$ cat src/rtl/mapper_004.sv
// MMC3-style cartridge mapper: PRG/CHR bank switching, nametable mirroring,
// PRG-RAM protection and the PPU-A12 clocked scanline IRQ counter.
module mapper_004 #(
   parameter int PRG_ROM_DEPTH = 17,
   parameter int CHR_ROM_DEPTH = 15,
   parameter int PRG_RAM_DEPTH = 13
) (
   input  logic                     clk_cpu,
   input  logic                     rst_n,
   input  logic [14:0]              cpu_addr,
   input  logic [7:0]               cpu_data_i,
   input  logic                     cpu_rw,
   input  logic                     romsel,
   input  logic [13:0]              ppu_addr,
   input  logic                     mirrorv,
   input  logic                     chr_ram,
   input  logic                     prg_ram,
   input  logic [PRG_ROM_DEPTH-1:0] prg_mask,
   input  logic [CHR_ROM_DEPTH-1:0] chr_mask,
   input  logic [PRG_RAM_DEPTH-1:0] prgram_mask,
   output logic [PRG_ROM_DEPTH-1:0] prg_addr,
   output logic [CHR_ROM_DEPTH-1:0] chr_addr,
   output logic [PRG_RAM_DEPTH-1:0] prgram_addr,
   output logic                     prg_cs,
   output logic                     chr_cs,
   output logic                     prgram_cs,
   output logic [7:0]               mapper_reg_o,
   output logic                     ciram_ce,
   output logic                     ciram_a10,
   output logic                     irq
);

   localparam int PB = PRG_ROM_DEPTH - 13;
   localparam int PW = (PB > 8) ? PB : 8;
   localparam int CW = (CHR_ROM_DEPTH > 18) ? CHR_ROM_DEPTH : 18;
   localparam logic [PB-1:0] BANK_LAST = '1;
   localparam logic [PB-1:0] BANK_2ND  = BANK_LAST - PB'(1);

   typedef enum logic [2:0] {
      REG_BANK_SEL   = 3'b000,
      REG_BANK_DATA  = 3'b001,
      REG_MIRROR     = 3'b010,
      REG_PROTECT    = 3'b011,
      REG_IRQ_LATCH  = 3'b100,
      REG_IRQ_RELOAD = 3'b101,
      REG_IRQ_DIS    = 3'b110,
      REG_IRQ_EN     = 3'b111
   } reg_e;

   logic [7:0][7:0] r_q, r_d;
   logic [2:0]      target_q, target_d;
   logic            prg_mode_q, prg_mode_d;
   logic            chr_inv_q, chr_inv_d;
   logic            horiz_q, horiz_d;
   logic            mirror_wr_q, mirror_wr_d;
   logic            ram_en_q, ram_en_d;
   logic            ram_wp_q, ram_wp_d;
   logic [7:0]      latch_q, latch_d;
   logic [7:0]      cnt_q, cnt_d;
   logic            reload_q, reload_d;
   logic            irq_en_q, irq_en_d;
   logic            pend_q, pend_d;
   logic [1:0]      low_cnt_q, low_cnt_d;

   logic            wr_en;
   reg_e            sel;
   logic            a12;
   logic            edge_cnt;
   logic            reload_wr;

   assign wr_en     = !romsel && !cpu_rw;
   assign sel       = reg_e'({cpu_addr[14:13], cpu_addr[0]});
   assign a12       = ppu_addr[12];
   // A rising A12 only clocks the counter after three or more low CPU cycles.
   assign edge_cnt  = a12 && (low_cnt_q == 2'd3);
   assign reload_wr = wr_en && (sel == REG_IRQ_RELOAD);

   always_comb begin
      r_d         = r_q;
      target_d    = target_q;
      prg_mode_d  = prg_mode_q;
      chr_inv_d   = chr_inv_q;
      horiz_d     = horiz_q;
      mirror_wr_d = mirror_wr_q;
      ram_en_d    = ram_en_q;
      ram_wp_d    = ram_wp_q;
      latch_d     = latch_q;
      cnt_d       = cnt_q;
      reload_d    = reload_q;
      irq_en_d    = irq_en_q;
      pend_d      = pend_q;
      low_cnt_d   = a12 ? 2'd0 : ((low_cnt_q == 2'd3) ? 2'd3 : low_cnt_q + 2'd1);

      if (edge_cnt && !reload_wr) begin
         if (cnt_q == 8'd0 || reload_q) begin
            cnt_d    = latch_q;
            reload_d = 1'b0;
         end else begin
            cnt_d = cnt_q - 8'd1;
         end
         if (cnt_d == 8'd0 && irq_en_q) pend_d = 1'b1;
      end

      // Register writes come last so that they win over same-cycle counter events.
      if (wr_en) begin
         case (sel)
            REG_BANK_SEL: begin
               target_d   = cpu_data_i[2:0];
               prg_mode_d = cpu_data_i[6];
               chr_inv_d  = cpu_data_i[7];
            end
            REG_BANK_DATA: r_d[target_q] = cpu_data_i;
            REG_MIRROR: begin
               mirror_wr_d = 1'b1;
               horiz_d     = cpu_data_i[0];
            end
            REG_PROTECT: begin
               ram_en_d = cpu_data_i[7];
               ram_wp_d = cpu_data_i[6];
            end
            REG_IRQ_LATCH: latch_d = cpu_data_i;
            REG_IRQ_RELOAD: begin
               cnt_d    = 8'd0;
               reload_d = 1'b1;
            end
            REG_IRQ_DIS: begin
               irq_en_d = 1'b0;
               pend_d   = 1'b0;
            end
            REG_IRQ_EN: irq_en_d = 1'b1;
            default: ;
         endcase
      end
   end

   always_ff @(posedge clk_cpu or negedge rst_n) begin
      if (!rst_n) begin
         r_q         <= '0;
         target_q    <= '0;
         prg_mode_q  <= 1'b0;
         chr_inv_q   <= 1'b0;
         horiz_q     <= 1'b0;
         mirror_wr_q <= 1'b0;
         ram_en_q    <= 1'b1;
         ram_wp_q    <= 1'b0;
         latch_q     <= '0;
         cnt_q       <= '0;
         reload_q    <= 1'b0;
         irq_en_q    <= 1'b0;
         pend_q      <= 1'b0;
         low_cnt_q   <= '0;
      end else begin
         r_q         <= r_d;
         target_q    <= target_d;
         prg_mode_q  <= prg_mode_d;
         chr_inv_q   <= chr_inv_d;
         horiz_q     <= horiz_d;
         mirror_wr_q <= mirror_wr_d;
         ram_en_q    <= ram_en_d;
         ram_wp_q    <= ram_wp_d;
         latch_q     <= latch_d;
         cnt_q       <= cnt_d;
         reload_q    <= reload_d;
         irq_en_q    <= irq_en_d;
         pend_q      <= pend_d;
         low_cnt_q   <= low_cnt_d;
      end
   end

   logic [PW-1:0] r6_w, r7_w;
   logic [PB-1:0] bank;

   assign r6_w = PW'(r_q[6]);
   assign r7_w = PW'(r_q[7]);

   always_comb begin
      bank = BANK_LAST;
      case (cpu_addr[14:13])
         2'd0:    bank = prg_mode_q ? BANK_2ND : r6_w[PB-1:0];
         2'd1:    bank = r7_w[PB-1:0];
         2'd2:    bank = prg_mode_q ? r6_w[PB-1:0] : BANK_2ND;
         default: bank = BANK_LAST;
      endcase
   end

   assign prg_addr = {bank, cpu_addr[12:0]} & prg_mask;

   logic [CW-1:0] chr_full;

   // The low half (after inversion) uses two 2KB banks, the high half four 1KB banks.
   always_comb begin
      if (!(ppu_addr[12] ^ chr_inv_q))
         chr_full = CW'({r_q[{2'b00, ppu_addr[11]}][7:1], ppu_addr[10:0]});
      else
         chr_full = CW'({r_q[3'd2 + {1'b0, ppu_addr[11:10]}], ppu_addr[9:0]});
   end

   assign chr_addr = chr_full[CHR_ROM_DEPTH-1:0] & chr_mask;

   logic horizontal;
   assign horizontal = mirror_wr_q ? horiz_q : !mirrorv;

   assign prg_cs       = !romsel && cpu_rw;
   assign chr_cs       = !ppu_addr[13];
   assign ciram_ce     = ppu_addr[13];
   assign ciram_a10    = horizontal ? ppu_addr[11] : ppu_addr[10];
   assign mapper_reg_o = 8'h00;
   assign irq          = pend_q;
   assign prgram_cs    = romsel && (cpu_addr[14:13] == 2'b11) && prg_ram && ram_en_q &&
                         (cpu_rw || !ram_wp_q);
   assign prgram_addr  = PRG_RAM_DEPTH'(cpu_addr[12:0]) & prgram_mask;

   logic unused_bits;
   assign unused_bits = ^{chr_ram, r6_w, r7_w, chr_full};

endmodule

$ cat config.mk
export PLATFORM = sky130hd
export DESIGN_NAME = mapper_004
export DESIGN_NICKNAME = d
export VERILOG_FILES = /design/src/rtl/mapper_004.sv
export SDC_FILE = /design/constraint.sdc
export NUM_CORES = 1
export LEC_CHECK = 0
export ABC_AREA = 1
export BUFFER_PORTS_ARGS = -buffer_cell sky130_fd_sc_hd__buf_4
export CORE_MARGIN = 3
export CORE_UTILIZATION = 44
export CTS_BUF_LIST = sky130_fd_sc_hd__clkbuf_16
export CTS_CLUSTER_SIZE = 25
export DETAILED_ROUTE_END_ITERATION = 16
export PLACE_DENSITY = 0.77
export SLEW_MARGIN = 20
export SYNTH_ARGS = -nofsm -noshare
export SYNTH_HDL_FRONTEND = slang
export SYNTH_SLANG_ARGS = --single-unit
$ cat constraint.sdc
create_clock -name clk_cpu -period 1.5 [get_ports clk_cpu]
set_input_delay 0.225 -clock clk_cpu [delete_from_list [all_inputs] [get_ports clk_cpu]]
set_output_delay 0.225 -clock clk_cpu [all_outputs]
set_load 0.01 [all_outputs]
==> impl_metrics.xml <==
<?xml version="1.0" encoding="UTF-8"?>
<metrics>
  <group name="clocking">
    <metric name="insertion_delay" unit="ns">0.32</metric>
    <metric name="cts_buffer_depth" unit="">2</metric>
    <metric name="worst_setup_hold_path_clk_slew" unit="ns">0.05</metric>
    <metric name="cts.sinks" unit="">66</metric>
    <metric name="cts_root_buffer" unit="">clkbuf_16</metric>
    <metric name="tritoncts" unit="">done</metric>
    <metric name="cts_buffers" unit="">9</metric>
    <metric name="ctsHtreeMaxLevel" unit="">3</metric>
  </group>
  <group name="timing">
    <metric name="worst_clock_skew" unit="ns">0.00827</metric>
    <metric name="rsz_0062_raised_after_global_routing" unit="">yes</metric>
    <metric name="setup-violations-final" unit="">9</metric>
    <metric name="timing.final.hold_violations" unit="">0</metric>
    <metric name="fmaxAchievable" unit="MHz">576</metric>
    <metric name="post-route-worst-setup-slack" unit="ns">-0.237</metric>
    <metric name="timing_max_transition_violations_final" unit="">0</metric>
    <metric name="finalCriticalPeriod" unit="ns">1.74</metric>
    <metric name="post-route-period-util" unit="%">116</metric>
    <metric name="finalSetupTns" unit="ns">-1.31</metric>
  </group>
  <group name="place">
    <metric name="place_hpwl" unit="um">7380</metric>
    <metric name="numPortBuffers" unit="">138</metric>
    <metric name="post-place-cells" unit="">747</metric>
    <metric name="gp_congestion" unit="">0.933</metric>
    <metric name="postPlaceCellArea" unit="sq um">4910</metric>
  </group>
  <group name="global_route">
    <metric name="grt_overflow_total" unit="">0</metric>
    <metric name="wire_length_of_the_first_global_routing_pass" unit="um">16900</metric>
    <metric name="maximum_number_of_pins_on_one_net_before_global_route_repair" unit="">28</metric>
    <metric name="vias_in_the_first_global_route" unit="">3646</metric>
    <metric name="grtUsageTotal" unit="%">21.1</metric>
    <metric name="grt_antenna_before_repair" unit="">0</metric>
  </group>
  <group name="drt">
    <metric name="routed_via_count_divided_by_cell_count" unit="">4.94</metric>
    <metric name="postRouteWirelength" unit="um">10300</metric>
    <metric name="detail_route.wl_per_cell" unit="um">13.3</metric>
    <metric name="first_iter_violations" unit="">156</metric>
    <metric name="drtPass1Iterations" unit="">5</metric>
    <metric name="via_count" unit="">3825</metric>
    <metric name="ant_nets" unit="">0</metric>
    <metric name="drc_errors" unit="">0</metric>
  </group>
  <group name="min_path">
    <metric name="worstHoldPathType" unit="">primary input to register</metric>
  </group>
  <group name="floorplanning">
    <metric name="placeableCoreArea" unit="sq um">7970</metric>
    <metric name="die_area" unit="sq um">9610</metric>
    <metric name="chipWidth" unit="um">98.0</metric>
    <metric name="io_pins" unit="">148</metric>
    <metric name="die_h" unit="um">98.0</metric>
    <metric name="start_util" unit="%">46.7</metric>
    <metric name="floorplan.rows" unit="">32</metric>
  </group>
  <group name="logic_synthesis">
    <metric name="synth_cell_types" unit="">35</metric>
    <metric name="synth_seq_cells" unit="">66</metric>
    <metric name="syn_area" unit="sq um">3720</metric>
    <metric name="syn_avg_cell_area" unit="sq um">7.39</metric>
    <metric name="synth.yosys.seq_area_share" unit="%">44.4</metric>
    <metric name="yosys_warnings" unit="">0</metric>
    <metric name="syn_inst" unit="">504</metric>
  </group>
  <group name="critical_path">
    <metric name="worst-endpoint-required" unit="ns">1.27</metric>
    <metric name="cpMostUsedCell" unit="">buf_4</metric>
    <metric name="cp_data_arrival_time" unit="ns">1.51</metric>
    <metric name="crit_path_cell_trace" unit="">xnor2_2, inv_2, buf_4, a31oi_2, buf_4</metric>
    <metric name="critPathCaptureType" unit="">primary output</metric>
    <metric name="worst_path_dominant_cell_family" unit="">flip-flops</metric>
    <metric name="worst-setup-path-type" unit="">register to primary output</metric>
    <metric name="worstPathBufferInverterCount" unit="">3</metric>
    <metric name="critPathMaxFanout" unit="">4</metric>
    <metric name="worstSetupStartpointType" unit="">register</metric>
    <metric name="cp_slowest_cell" unit="">dfrtp_1</metric>
    <metric name="slowest_delay" unit="ns">0.42</metric>
  </group>
  <group name="finish">
    <metric name="area.growth.synth_to_final" unit="%">47.0</metric>
    <metric name="num-fill-cells" unit="">663</metric>
    <metric name="final_cell_area" unit="sq um">5470</metric>
    <metric name="mostFrequentLayoutCells" unit="">154 x buf_4, 132 x nand2_1, 81 x inv_1</metric>
    <metric name="final_common_cell" unit="">buf_4</metric>
    <metric name="reg_area" unit="sq um">1650</metric>
    <metric name="antenna_cells" unit="">0</metric>
    <metric name="finish.cell_count_without_fillers" unit="">775</metric>
    <metric name="finalNetCount" unit="">759</metric>
    <metric name="multi_input_gate_area" unit="sq um">1840</metric>
    <metric name="fraction_of_final_layout_cells_sized_beyond_drive_strength_1" unit="%">36.7</metric>
    <metric name="finalCoreUtilization" unit="%">68.7</metric>
  </group>
  <group name="job">
    <metric name="cap_violations" unit="">0</metric>
  </group>
  <group name="power">
    <metric name="pwr_density_cell" unit="nW/um^2">1180</metric>
    <metric name="power.static_leakage" unit="nW">3.05</metric>
    <metric name="peak_supply_drop" unit="V">0.000894</metric>
  </group>
  <group name="status">
    <metric name="status" unit="">finished, violations left</metric>
    <metric name="failed_checks" unit="">negative setup slack</metric>
  </group>
</metrics>
## per-layer routing
layer  vias up  track usage, %  part of all wire, %
li1       1890               -                    -
met1      1755            25.5                   38
met2       153            37.3                   53
met3        27            3.86                  6.7
met4         0            7.99                  2.5
met5         -               0                    0
## worst paths after layout
kind,start,endpoint,slack (ns),cells after the start
min in group asynchronous,rst_n,r_q[40],0.37,2
max reg2reg,cnt_q[0],irq,-0.11,12
min,ppu_addr[12],low_cnt_q[0],0.1,2
max,chr_inv_q,chr_addr[11],-0.24,5
max in group asynchronous,rst_n,prg_mode_q,0.55,3
min reg2reg,low_cnt_q[0],low_cnt_q[0],0.47,1
## registers in the layout, indices dropped and copies added (netlist names), 2 cells and up
register and count:
target_q 3, r_q 28, r6_w 4, cnt_q 8, r7_w 4, low_cnt_q 2, latch_q 8
## logic make-up (layout without fill, tap and decap cells)
group | Yosys count | after routing | share of synthesized area, %
fa+ha+maj | 2 | 2 | 0.672
xor+xnor | 2 | 2 | 0.470
compound gates | 101 | 101 | 14.8
buf+inv | 107 | 268 | 12.1
flops | 66 | 66 | 44.4
simple gates | 225 | 226 | 27.5
other cells | 1 | 8 | 0.101
## stage by stage
stage	total power, W	worst slack (ns)	hold WS, ns
2_1_floorplan	0.00342	0.0117	-0.0706
3_3_place_gp	0.00409	-0.111	0.161
3_5_place_dp	0.00416	-0.154	0.168
4_1_cts	0.00618	-0.250	0.0952
5_1_grt	0.00686	-0.283	0.104
6_report	0.00648	-0.237	0.0954
## what timing repair did
| item | CTS | global route |
|---|---|---|
| pin swaps | 10 | 21 |
| setup buffers | 5 | 5 |
| gates resized for setup | 27 | 43 |
| hold buffers | 1 | 0 |
| setup endpoints to repair | 14 | 18 |
| cloned | 1 | 0 |
| endpoints found under the hold margin | 25 | 0 |
## cell type report
class / instances / share of cell area [%]
Clock buffer: 9 / 4.11
Clock inverter: 7 / 0.549
Inverter: 90 / 6.26
Multi-Input combinational cell: 339 / 33.6
Sequential cell: 66 / 30.2
Tap cell: 102 / 2.33
Timing Repair Buffer: 162 / 22.9
## synthesized netlist by cell type, drive strengths merged
cell	n	area share, %
nand2	156	17
inv	89	9.0
o21ai	79	11
dfrtp	65	44
nor2	38	5.3
nand3	26	4.4
buf	14	2.7
a21oi	10	1.7
o211ai	6	1.2
a31oi	4	0.67
clkbuf	3	0.30
nor3	3	0.67
ha	2	0.67
nand4	2	0.34
xnor2	2	0.47
a21boi	1	0.20
a311oi	1	0.24
clkinv	1	0.10
conb	1	0.10
dfstp	1	0.71
## where the power goes
part,internal [W],switching [W],total (W)
Combinational,0.00108,0.00125,0.00233
Clock,0.00108,0.000719,0.00180
Sequential,0.00208,0.000262,0.00235
Total,0.00425,0.00223,0.00648
(Power assumes the default switching activity.)
